`src/rtl/qif_neuron_scheduler.sv`:
```
// rtl/qif_neuron_scheduler.sv - time-multiplexed QIF neuron sweep with spike event output
//
// Purpose:
//   One quadratic integrate-and-fire update datapath shared by NUM_NEURONS
//   virtual neurons. Membrane values V and biases B live in small register
//   files. A step_start sweeps the neurons in index order; each neuron whose
//   pre-update V has reached V_PEAK is reset and reported as a spike event on
//   a valid/ready handshake before the sweep continues.
//
// Ports:
//   clk, rst_n            clock, asynchronous active-low reset
//   cfg_we/cfg_addr/      bias write (IDLE only)
//   cfg_bias
//   clr_all               reset every V to V_RESET (IDLE only)
//   cfg_err               one-cycle pulse when cfg_we/clr_all arrive outside IDLE
//   step_start            start one sweep (IDLE only, otherwise ignored)
//   step_busy/step_done   sweep in progress / one-cycle completion pulse
//   evt_valid/evt_ready/  spike event stream; evt_id held until accepted
//   evt_id
//   rd_addr/rd_v          combinational debug read of V[rd_addr]

module qif_neuron_scheduler #(
  parameter int               NUM_NEURONS = 4,
  parameter logic signed [7:0] V_RESET     = -8'sd20,
  parameter logic signed [7:0] V_PEAK      = 8'sd50,
  localparam int              ID_W        = $clog2(NUM_NEURONS)
) (
  input  logic                   clk,
  input  logic                   rst_n,
  input  logic                   cfg_we,
  input  logic [ID_W-1:0]        cfg_addr,
  input  logic signed [7:0]      cfg_bias,
  output logic                   cfg_err,
  input  logic                   clr_all,
  input  logic                   step_start,
  output logic                   step_busy,
  output logic                   step_done,
  output logic                   evt_valid,
  input  logic                   evt_ready,
  output logic [ID_W-1:0]        evt_id,
  input  logic [ID_W-1:0]        rd_addr,
  output logic signed [7:0]      rd_v
);

  typedef enum logic [1:0] {
    ST_IDLE = 2'd0,
    ST_CALC = 2'd1,
    ST_EMIT = 2'd2,
    ST_DONE = 2'd3
  } state_e;

  state_e state_q, state_d;
  logic [ID_W-1:0] idx_q, idx_d;
  logic cfg_err_q, cfg_err_d;

  logic signed [7:0] v_q [NUM_NEURONS];
  logic signed [7:0] v_d [NUM_NEURONS];
  logic signed [7:0] b_q [NUM_NEURONS];
  logic signed [7:0] b_d [NUM_NEURONS];

  // ---------------------------------------------------------------------------
  // Shared membrane-update datapath, operating on the neuron at idx_q
  // ---------------------------------------------------------------------------
  logic signed [7:0]  v_cur, b_cur, v_next;
  logic signed [15:0] v_ext, b_ext, b_shr, sq_term, sum;
  logic [15:0]        v_sq;
  logic               fire, last_idx;

  assign v_cur = v_q[idx_q];
  assign b_cur = b_q[idx_q];

  always_comb begin
    v_ext   = {{8{v_cur[7]}}, v_cur};
    b_ext   = {{8{b_cur[7]}}, b_cur};
    // V*V never exceeds 16384, so the 16-bit product is exact and non-negative.
    v_sq    = 16'(v_ext * v_ext);
    sq_term = 16'(v_sq >> 4);
    // Arithmetic shift floors toward minus infinity (-3 -> -1).
    b_shr   = b_ext >>> 2;
    sum     = v_ext + b_shr + sq_term;
    if (sum > 16'sd127) begin
      v_next = 8'sd127;
    end else if (sum < -16'sd128) begin
      v_next = -8'sd128;
    end else begin
      v_next = sum[7:0];
    end
  end

  // Firing is decided on the value before this step's update.
  assign fire     = (v_cur >= V_PEAK);
  assign last_idx = (idx_q == ID_W'(NUM_NEURONS - 1));

  // ---------------------------------------------------------------------------
  // Sequencer
  // ---------------------------------------------------------------------------
  always_comb begin
    state_d = state_q;
    idx_d   = idx_q;
    case (state_q)
      ST_IDLE: begin
        // Any same-cycle config lands at this edge, so the first CALC cycle
        // already sees it.
        if (step_start) begin
          state_d = ST_CALC;
          idx_d   = '0;
        end
      end
      ST_CALC: begin
        if (fire) begin
          state_d = ST_EMIT;
        end else if (last_idx) begin
          state_d = ST_DONE;
        end else begin
          idx_d = idx_q + ID_W'(1);
        end
      end
      ST_EMIT: begin
        if (evt_ready) begin
          if (last_idx) begin
            state_d = ST_DONE;
          end else begin
            state_d = ST_CALC;
            idx_d   = idx_q + ID_W'(1);
          end
        end
      end
      ST_DONE: begin
        state_d = ST_IDLE;
      end
      default: begin
        state_d = ST_IDLE;
      end
    endcase
  end

  // ---------------------------------------------------------------------------
  // Register-file next state
  // ---------------------------------------------------------------------------
  always_comb begin
    v_d       = v_q;
    b_d       = b_q;
    cfg_err_d = 1'b0;
    if (state_q == ST_IDLE) begin
      if (clr_all) begin
        for (int i = 0; i < NUM_NEURONS; i++) begin
          v_d[i] = V_RESET;
        end
      end
      if (cfg_we) begin
        b_d[cfg_addr] = cfg_bias;
      end
    end else begin
      cfg_err_d = cfg_we | clr_all;
      if (state_q == ST_CALC) begin
        v_d[idx_q] = fire ? V_RESET : v_next;
      end
    end
  end

  always_ff @(posedge clk or negedge rst_n) begin
    if (!rst_n) begin
      state_q   <= ST_IDLE;
      idx_q     <= '0;
      cfg_err_q <= 1'b0;
      for (int i = 0; i < NUM_NEURONS; i++) begin
        v_q[i] <= V_RESET;
        b_q[i] <= '0;
      end
    end else begin
      state_q   <= state_d;
      idx_q     <= idx_d;
      cfg_err_q <= cfg_err_d;
      for (int i = 0; i < NUM_NEURONS; i++) begin
        v_q[i] <= v_d[i];
        b_q[i] <= b_d[i];
      end
    end
  end

  // ---------------------------------------------------------------------------
  // Outputs
  // ---------------------------------------------------------------------------
  assign cfg_err   = cfg_err_q;
  assign step_busy = (state_q == ST_CALC) || (state_q == ST_EMIT);
  assign step_done = (state_q == ST_DONE);
  assign evt_valid = (state_q == ST_EMIT);
  assign evt_id    = idx_q;
  assign rd_v      = v_q[rd_addr];

endmodule

```
`config.mk`:
```
export PLATFORM = sky130hd
export DESIGN_NAME = qif_neuron_scheduler
export DESIGN_NICKNAME = d
export VERILOG_FILES = /design/src/rtl/qif_neuron_scheduler.sv
export SDC_FILE = /design/constraint.sdc
export NUM_CORES = 1
export LEC_CHECK = 0
export ABC_CLOCK_PERIOD_IN_PS = 9400
export CAP_MARGIN = 20
export CORE_UTILIZATION = 35
export CTS_BUF_LIST = sky130_fd_sc_hd__clkbuf_16
export CTS_CLUSTER_DIAMETER = 150
export DETAILED_ROUTE_END_ITERATION = 10
export SLEW_MARGIN = 20
export SYNTH_ARGS = -nofsm -noshare
export SYNTH_HDL_FRONTEND = slang
export SYNTH_SLANG_ARGS = --single-unit
```
`constraint.sdc`:
```
create_clock -name clk -period 9.4 [get_ports clk]
set_input_delay 1.41 -clock clk [delete_from_list [all_inputs] [get_ports clk]]
set_output_delay 1.41 -clock clk [all_outputs]
set_load 0.01 [all_outputs]
```
==> qor.yml <==
crit_top_cell: "inv_1"
synth_most_common_cell: "inv_1"
die-area_mm2: 0.0189
seq_area_mm2: 0.00155
grt_pass1_wl_um: 24600
die_x_um: 137
overflow: 0
synth_xor_area_frac: 0.0451
slew_violations: 0
rows: 49
clkLatencyLatePin_ns: 0.33
synthMuxAreaShare: 0.148
ctsResizeCount: 0
final_hold_viol_count: 0
rsz0062_at_grt: "false"
final_antenna_net_count: 0
drt_iter0_drc: 235
min_period_ns: 8.69
viasPerCell: 5.31
synth_top_family_by_area: "adder cells"
synth-edff-count: 0
wl_per_cell_um: 16.9
route.vias.total: 4646
cts.clk_slew.worst_paths_ns: 0.05
hpwl_um: 11800
cts_tree: "built"
cts_made_buffers: 9
max_slew_margin: 0.315
drc_errors: 0
holdCritPathClass: "reg -> reg"
start_util: 0.357
finalSetupViolCount: 0
crit_path_start_kind: "flop"
synth_top_area_frac: 0.169
place_congestion: 0.912
grt_use_total: 0.168
drt_first_pass_iters: 5
worst-setup-path-type: "reg -> reg"
routed_wl_um: 14800
syn_area_mm2: 0.00641
status: "completed"
die_y_um: 137
synth_area_leaders: "fa_1, dfrtp_1, ha_1"
fin_skew_ns: 0.00509
async_reset_ff_frac: 1.00
syn_inst: 618
multi_input_area_mm2: 0.00441
cts_sinks: 61
n_fill_cell: 1722
portBuffers: 29
drv_cap: 0
grt_pass1_vias: 4920
ctsHoldBuffers: 0
antenna_found_initial: 0
fin_crit_sh: 0.924
tns_ns: 0
critPathRequiredTime_ns: 9.65
ys_seq_area_frac: 0.242
diodes: 0
drive_gt1_frac: 0.189
nets: 766
cp_max_fo: 14
clockBufferDepth: 2
postCtsSetupBuffers: 0
cts_root_buf: "clkbuf_16"
synthesis.nets: 742
grt_max_degree: 62
synth_compound_area_frac: 0.135
worst_pin_slew_ns: 1.02
cts_htree_levels: 3
ys_types: 61
synthFlopType: "dfrtp_1"
fp.coreArea_mm2: 0.0180
avgSynthCellArea_um2: 10.4
synth.top_cells.by_count: "inv_1, fa_1, ha_1"
crit_slowest_cell: "mux4_2"
max_freq_mhz: 115
synth-simple-area-share: 0.0896
cp-end-kind: "flop"
synth-adder-area-share: 0.270
yosys_register_bits: 61
slowest_delay_ns: 0.70
area_growth_pct: 13.1
synth_top_cell_by_area: "fa_1"
yosys_warnings: 0
boundaryPins: 32
arrival_ns: 8.94
flip-flops by register name, summed over array words and instances, names as in the netlist:
signal / flops
cfg_err: 1
b_q: 24
v_q: 32
evt_id: 2
state_q: 2
cell usage in the layout (no fill, tap or decap), types with 6 or more instances in the layout:
cell,netlist,final
xor2_1,7,7
nor2_1,36,36
clkbuf_16,0,9
a21o_1,7,7
mux4_2,22,22
mux2_2,37,37
o211ai_1,8,8
and2_1,20,20
a31o_2,6,6
a31oi_1,19,19
nand3_1,8,8
a21oi_1,28,28
inv_1,94,94
fa_1,54,54
dfrtp_1,41,41
dfstp_2,20,20
xnor2_1,26,26
nor3_1,6,6
nand2_1,32,32
o21ai_0,19,19
clkdlybuf4s50_1,0,28
ha_1,52,52
cell families after synthesis:
logic type               after synthesis
AO/OA/AOI/OAI                        123
XOR/XNOR                              33
adder cells (fa/ha/maj)              106
buffers and inverters                116
flip-flops                            61
multiplexers                          62
AND/OR/NAND/NOR                      117
layer usage:
| layer | vias up | global-route usage | wire length (um) | part of all wire |
|---|---|---|---|---|
| met5 | - | 0 | 0 | 0 |
| met4 | 0 | 0.0446 | 169 | 0.011 |
| met3 | 20 | 0.0173 | 529 | 0.036 |
| met2 | 102 | 0.288 | 7370 | 0.50 |
| met1 | 2360 | 0.224 | 6720 | 0.45 |
| li1 | 2164 | - | - | - |
area by class of cell:
class                           count  share of cell area
Clock buffer                        9              0.0310
Tap cell                          229              0.0395
Sequential cell                    61               0.214
Timing Repair Buffer               34              0.0445
Multi-Input combinational cell    441               0.608
Clock inverter                      6              0.0141
Inverter                           95              0.0492
through the flow:
stage / utilization / std cells / setup slack [ns] / area, um^2 / hold WS [ns]
after floorplan: - / 618 / 1.44 / 6410 / 0.474
after global placement: 0.386 / 860 / 0.778 / 6930 / 0.482
after detailed placement: 0.386 / 860 / 0.623 / 6930 / 0.493
after CTS: 0.404 / 875 / 0.600 / 7250 / 0.504
after global routing: 0.404 / 875 / 0.0725 / 7250 / 0.511
final: 0.404 / 875 / 0.714 / 7250 / 0.499
worst paths after layout:
kind                                  startpoint               endpoint  slack (ns)  cells after the start
setup / recovery           evt_id[0]$_DFFE_PN0P_    v_q[29]$_DFFE_PN1P_        0.71                     30
hold / removal                b_q[3]$_DFFE_PN0P_     b_q[3]$_DFFE_PN0P_        0.50                      1
hold reg to reg               b_q[3]$_DFFE_PN0P_     b_q[3]$_DFFE_PN0P_        0.50                      1
max in group asynchronous                  rst_n  evt_id[1]$_DFFE_PN0P_        7.66                      2
setup reg to reg           evt_id[0]$_DFFE_PN0P_    v_q[29]$_DFFE_PN1P_        0.71                     30
min in group asynchronous                  rst_n     b_q[2]$_DFFE_PN0P_        1.23                      2
worst max-delay path: cells and delay by family (launching register included):
kind / cells / cell delay, ns
buffers and inverters: 6 / 0.95
AND/OR/NAND/NOR: 2 / 0.15
XOR/XNOR: 2 / 0.28
flip-flops: 1 / 0.51
adder cells (fa/ha/maj): 7 / 3.01
multiplexers: 1 / 0.70
AO/OA/AOI/OAI: 12 / 2.97
Power is left out: the tool's default activity adds up to more than one toggle a clock period on the data nets, which glitch-free logic cannot reach.
==> patch (config.mk and constraints unchanged) <==
Register the input `cfg_bias` before use, cleared by the reset. The logic sees it one clock later. The other inputs are not delayed to match.
--- a/src/rtl/qif_neuron_scheduler.sv
+++ b/src/rtl/qif_neuron_scheduler.sv
@@ -51,2 +51,12 @@
 
+  logic signed [7:0] cfg_bias_q;
+
+  always_ff @(posedge clk or negedge rst_n) begin
+    if (!rst_n) begin
+      cfg_bias_q <= '0;
+    end else begin
+      cfg_bias_q <= cfg_bias;
+    end
+  end
+
   state_e state_q, state_d;
@@ -150,3 +160,3 @@
       if (cfg_we) begin
-        b_d[cfg_addr] = cfg_bias;
+        b_d[cfg_addr] = cfg_bias_q;
       end
Behaviour: not the same (Yosys sat finds a counterexample within 4 cycles, from zero or initial values and one cycle with rst_n low).
==> patch against the original RTL <==
- clock skew hardly changed
- synthesized cell count is 4.0% higher
- setup slack better by 0.061 ns
- sequential cell count up 6
- sequential share of layout area rose by 1.8 points
- area after synthesis up 1.4%
- final area up 1.1%
- wire length fell by 1.2%
Power is not shown: default switching activity piles up to over one toggle a cycle in this logic, so the estimate is an artifact.
==> patch: results (changes against the original RTL) <==
{
  "setup_path": {
    "critPathMaxStageDelay": {"value": 0.67, "unit": "ns", "change": "-0.03 ns"},
    "worstPathArrival": {"value": 8.81, "unit": "ns", "change": "-0.13 ns"},
    "critical_path.top_delay_family": "compound AO/OA/AOI/OAI gates",
    "critical_path.max_fanout": {"value": 10, "change": "-4"},
    "cpMaxStageDelayCell": "mux4_2"
  },
  "place": {
    "place.detailed.instances": {"value": 889, "change": "+3.4%"},
    "placement.setup.worst_slack": {"value": 0.475, "unit": "ns", "change": "-0.148 ns"},
    "placedInstanceArea": {"value": 7030, "unit": "um2", "change": "+1.6%"},
    "place_hpwl": {"value": 11600, "unit": "um", "change": "-1.9%"},
    "gp_congestion": {"value": 0.822, "change": "-9.9%"}
  },
  "clocking": {
    "ctsRootBufferMaster": "clkbuf_16",
    "htree_num_levels": {"value": 3, "change": "unchanged"},
    "clock_latency": {"value": 0.33, "unit": "ns", "change": "about the same"},
    "cts_made_buffers": {"value": 9, "change": "unchanged"},
    "clock_tree.buffer_depth": {"value": 2, "change": "unchanged"},
    "path_clk_slew_ns": 0.06
  },
  "grt": {
    "grt_max_degree": {"value": 68, "change": "+9.7%"},
    "vias_in_the_first_global_route": {"value": 5093, "change": "+3.5%"},
    "grt_pass1_wl": {"value": 25100, "unit": "um", "change": "+2.2%"},
    "groute.usage.overall": {"value": 16.3, "unit": "%", "change": "-0.48 points"}
  },
  "sta": {
    "hold_violations": {"value": 0, "change": "unchanged"},
    "skew": {"value": 0.00480, "unit": "ns", "change": "-0.000294 ns"},
    "relative_max_transition_margin": {"value": 29.0, "unit": "%", "change": "-2.5 points"}
  },
  "final_layout": {
    "num_antenna_cells": {"value": 0, "change": "unchanged"},
    "biggestRegsByFlops": "v_q: 32 flops, b_q: 24 flops, cfg_bias_q: 6 flops",
    "post_route_cells_drive_above_1_share": {"value": 16.6, "unit": "%", "change": "-2.3 points"},
    "final_nets": {"value": 795, "change": "+3.8%"}
  },
  "detailed_routing": {
    "post_drt_via_cell_ratio": {"value": 5.26, "change": "-0.92%"},
    "drt_pass1_iterations": {"value": 4, "change": "-1"},
    "drtIter0Drc": {"value": 303, "change": "+29%"},
    "total_via_count_in_the_routed_design": {"value": 4761, "change": "+2.5%"},
    "routed_wirelength": {"value": 14600, "unit": "um", "change": "-1.2%"}
  },
  "yosys": {
    "ys_top_cells_by_area": "dfrtp_1 (18%), fa_1 (17%), ha_1 (10%), dfstp_2 (8.1%), mux4_2 (7.6%)",
    "syn_warnings": {"value": 0, "change": "unchanged"},
    "synth_commonest_cells": "inv_1 (92), a21oi_1 (56), fa_1 (54), ha_1 (52), dfrtp_1 (47)",
    "synth.lib_cells_used.distinct": {"value": 58, "change": "-4.9%"},
    "syn-instance-count": {"value": 643, "change": "+4.0%"},
    "sequential_cell_area_fraction_in_the_yosys_report": {"value": 26.2, "unit": "%", "change": "+2.0 points"},
    "synth_fp_nets": {"value": 767, "change": "+3.4%"}
  },
  "status": {
    "outcome": "complete, no violations"
  }
}
patch: changes by cell type after synthesis, sizes merged, moves of 5 or more:
cell,unedited run,this run
a21oi,29,56
a31oi,19,5
mux2,38,25
and2,21,9
and3b,0,12
nor3,7,16
nor2,37,45
o211ai,10,3
or2,1,8
dfrtp,41,47
a31o,7,2
patch: what timing repair did:
action,CTS,global route
endpoints found under the setup margin,0,8
buffers inserted,0,0
hold buffers,0,0
resized for setup,0,1
patch: final timing paths:
kind / endpoint / cells past startpoint / from / slack [ns]
worst max-delay path: v_q[24] / 31 / evt_id[0] / 0.78
worst min-delay path: b_q[19] / 1 / b_q[19] / 0.50
worst max register to register: v_q[24] / 31 / evt_id[0] / 0.78
worst min register to register: b_q[19] / 1 / b_q[19] / 0.50
max in group asynchronous: evt_id[0] / 2 / rst_n / 7.56
min in group asynchronous: cfg_bias_q[7] / 2 / rst_n / 1.25
patch: cell type report:
cell class	count	area, um2
Clock buffer	9	225
Clock inverter	7	76.3
Fill cell	1704	10700
Inverter	93	352
Multi-Input combinational cell	464	4360
Sequential cell	67	1700
Tap cell	229	287
Timing Repair Buffer	36	338
patch: cell families after synthesis:
group           synth area share (%)
xor+xnor                        4.04
compound gates                  12.0
simple gates                    12.4
fa+ha+maj                       26.6
buf+inv                         6.81
flops                           26.2
mux                             12.0
patch: worst reg2reg max path, delay by kind of cell (launching register included):
kind,cells,cell delay (ns)
XOR/XNOR,1,0.46
flip-flops,1,0.58
AO/OA/AOI/OAI,13,2.92
AND/OR/NAND/NOR,3,0.51
adder cells (fa/ha/maj),7,2.80
buffers and inverters,6,0.55
multiplexers,1,0.67
patch: routing by layer:
metal  track usage [%]  wire [um]  vias up
met1              21.1       6490     2393
met4              4.97        176        0
li1                  -          -     2253
met2              28.5       7450       98
met5                 0          0        -
met3              2.01        492       17
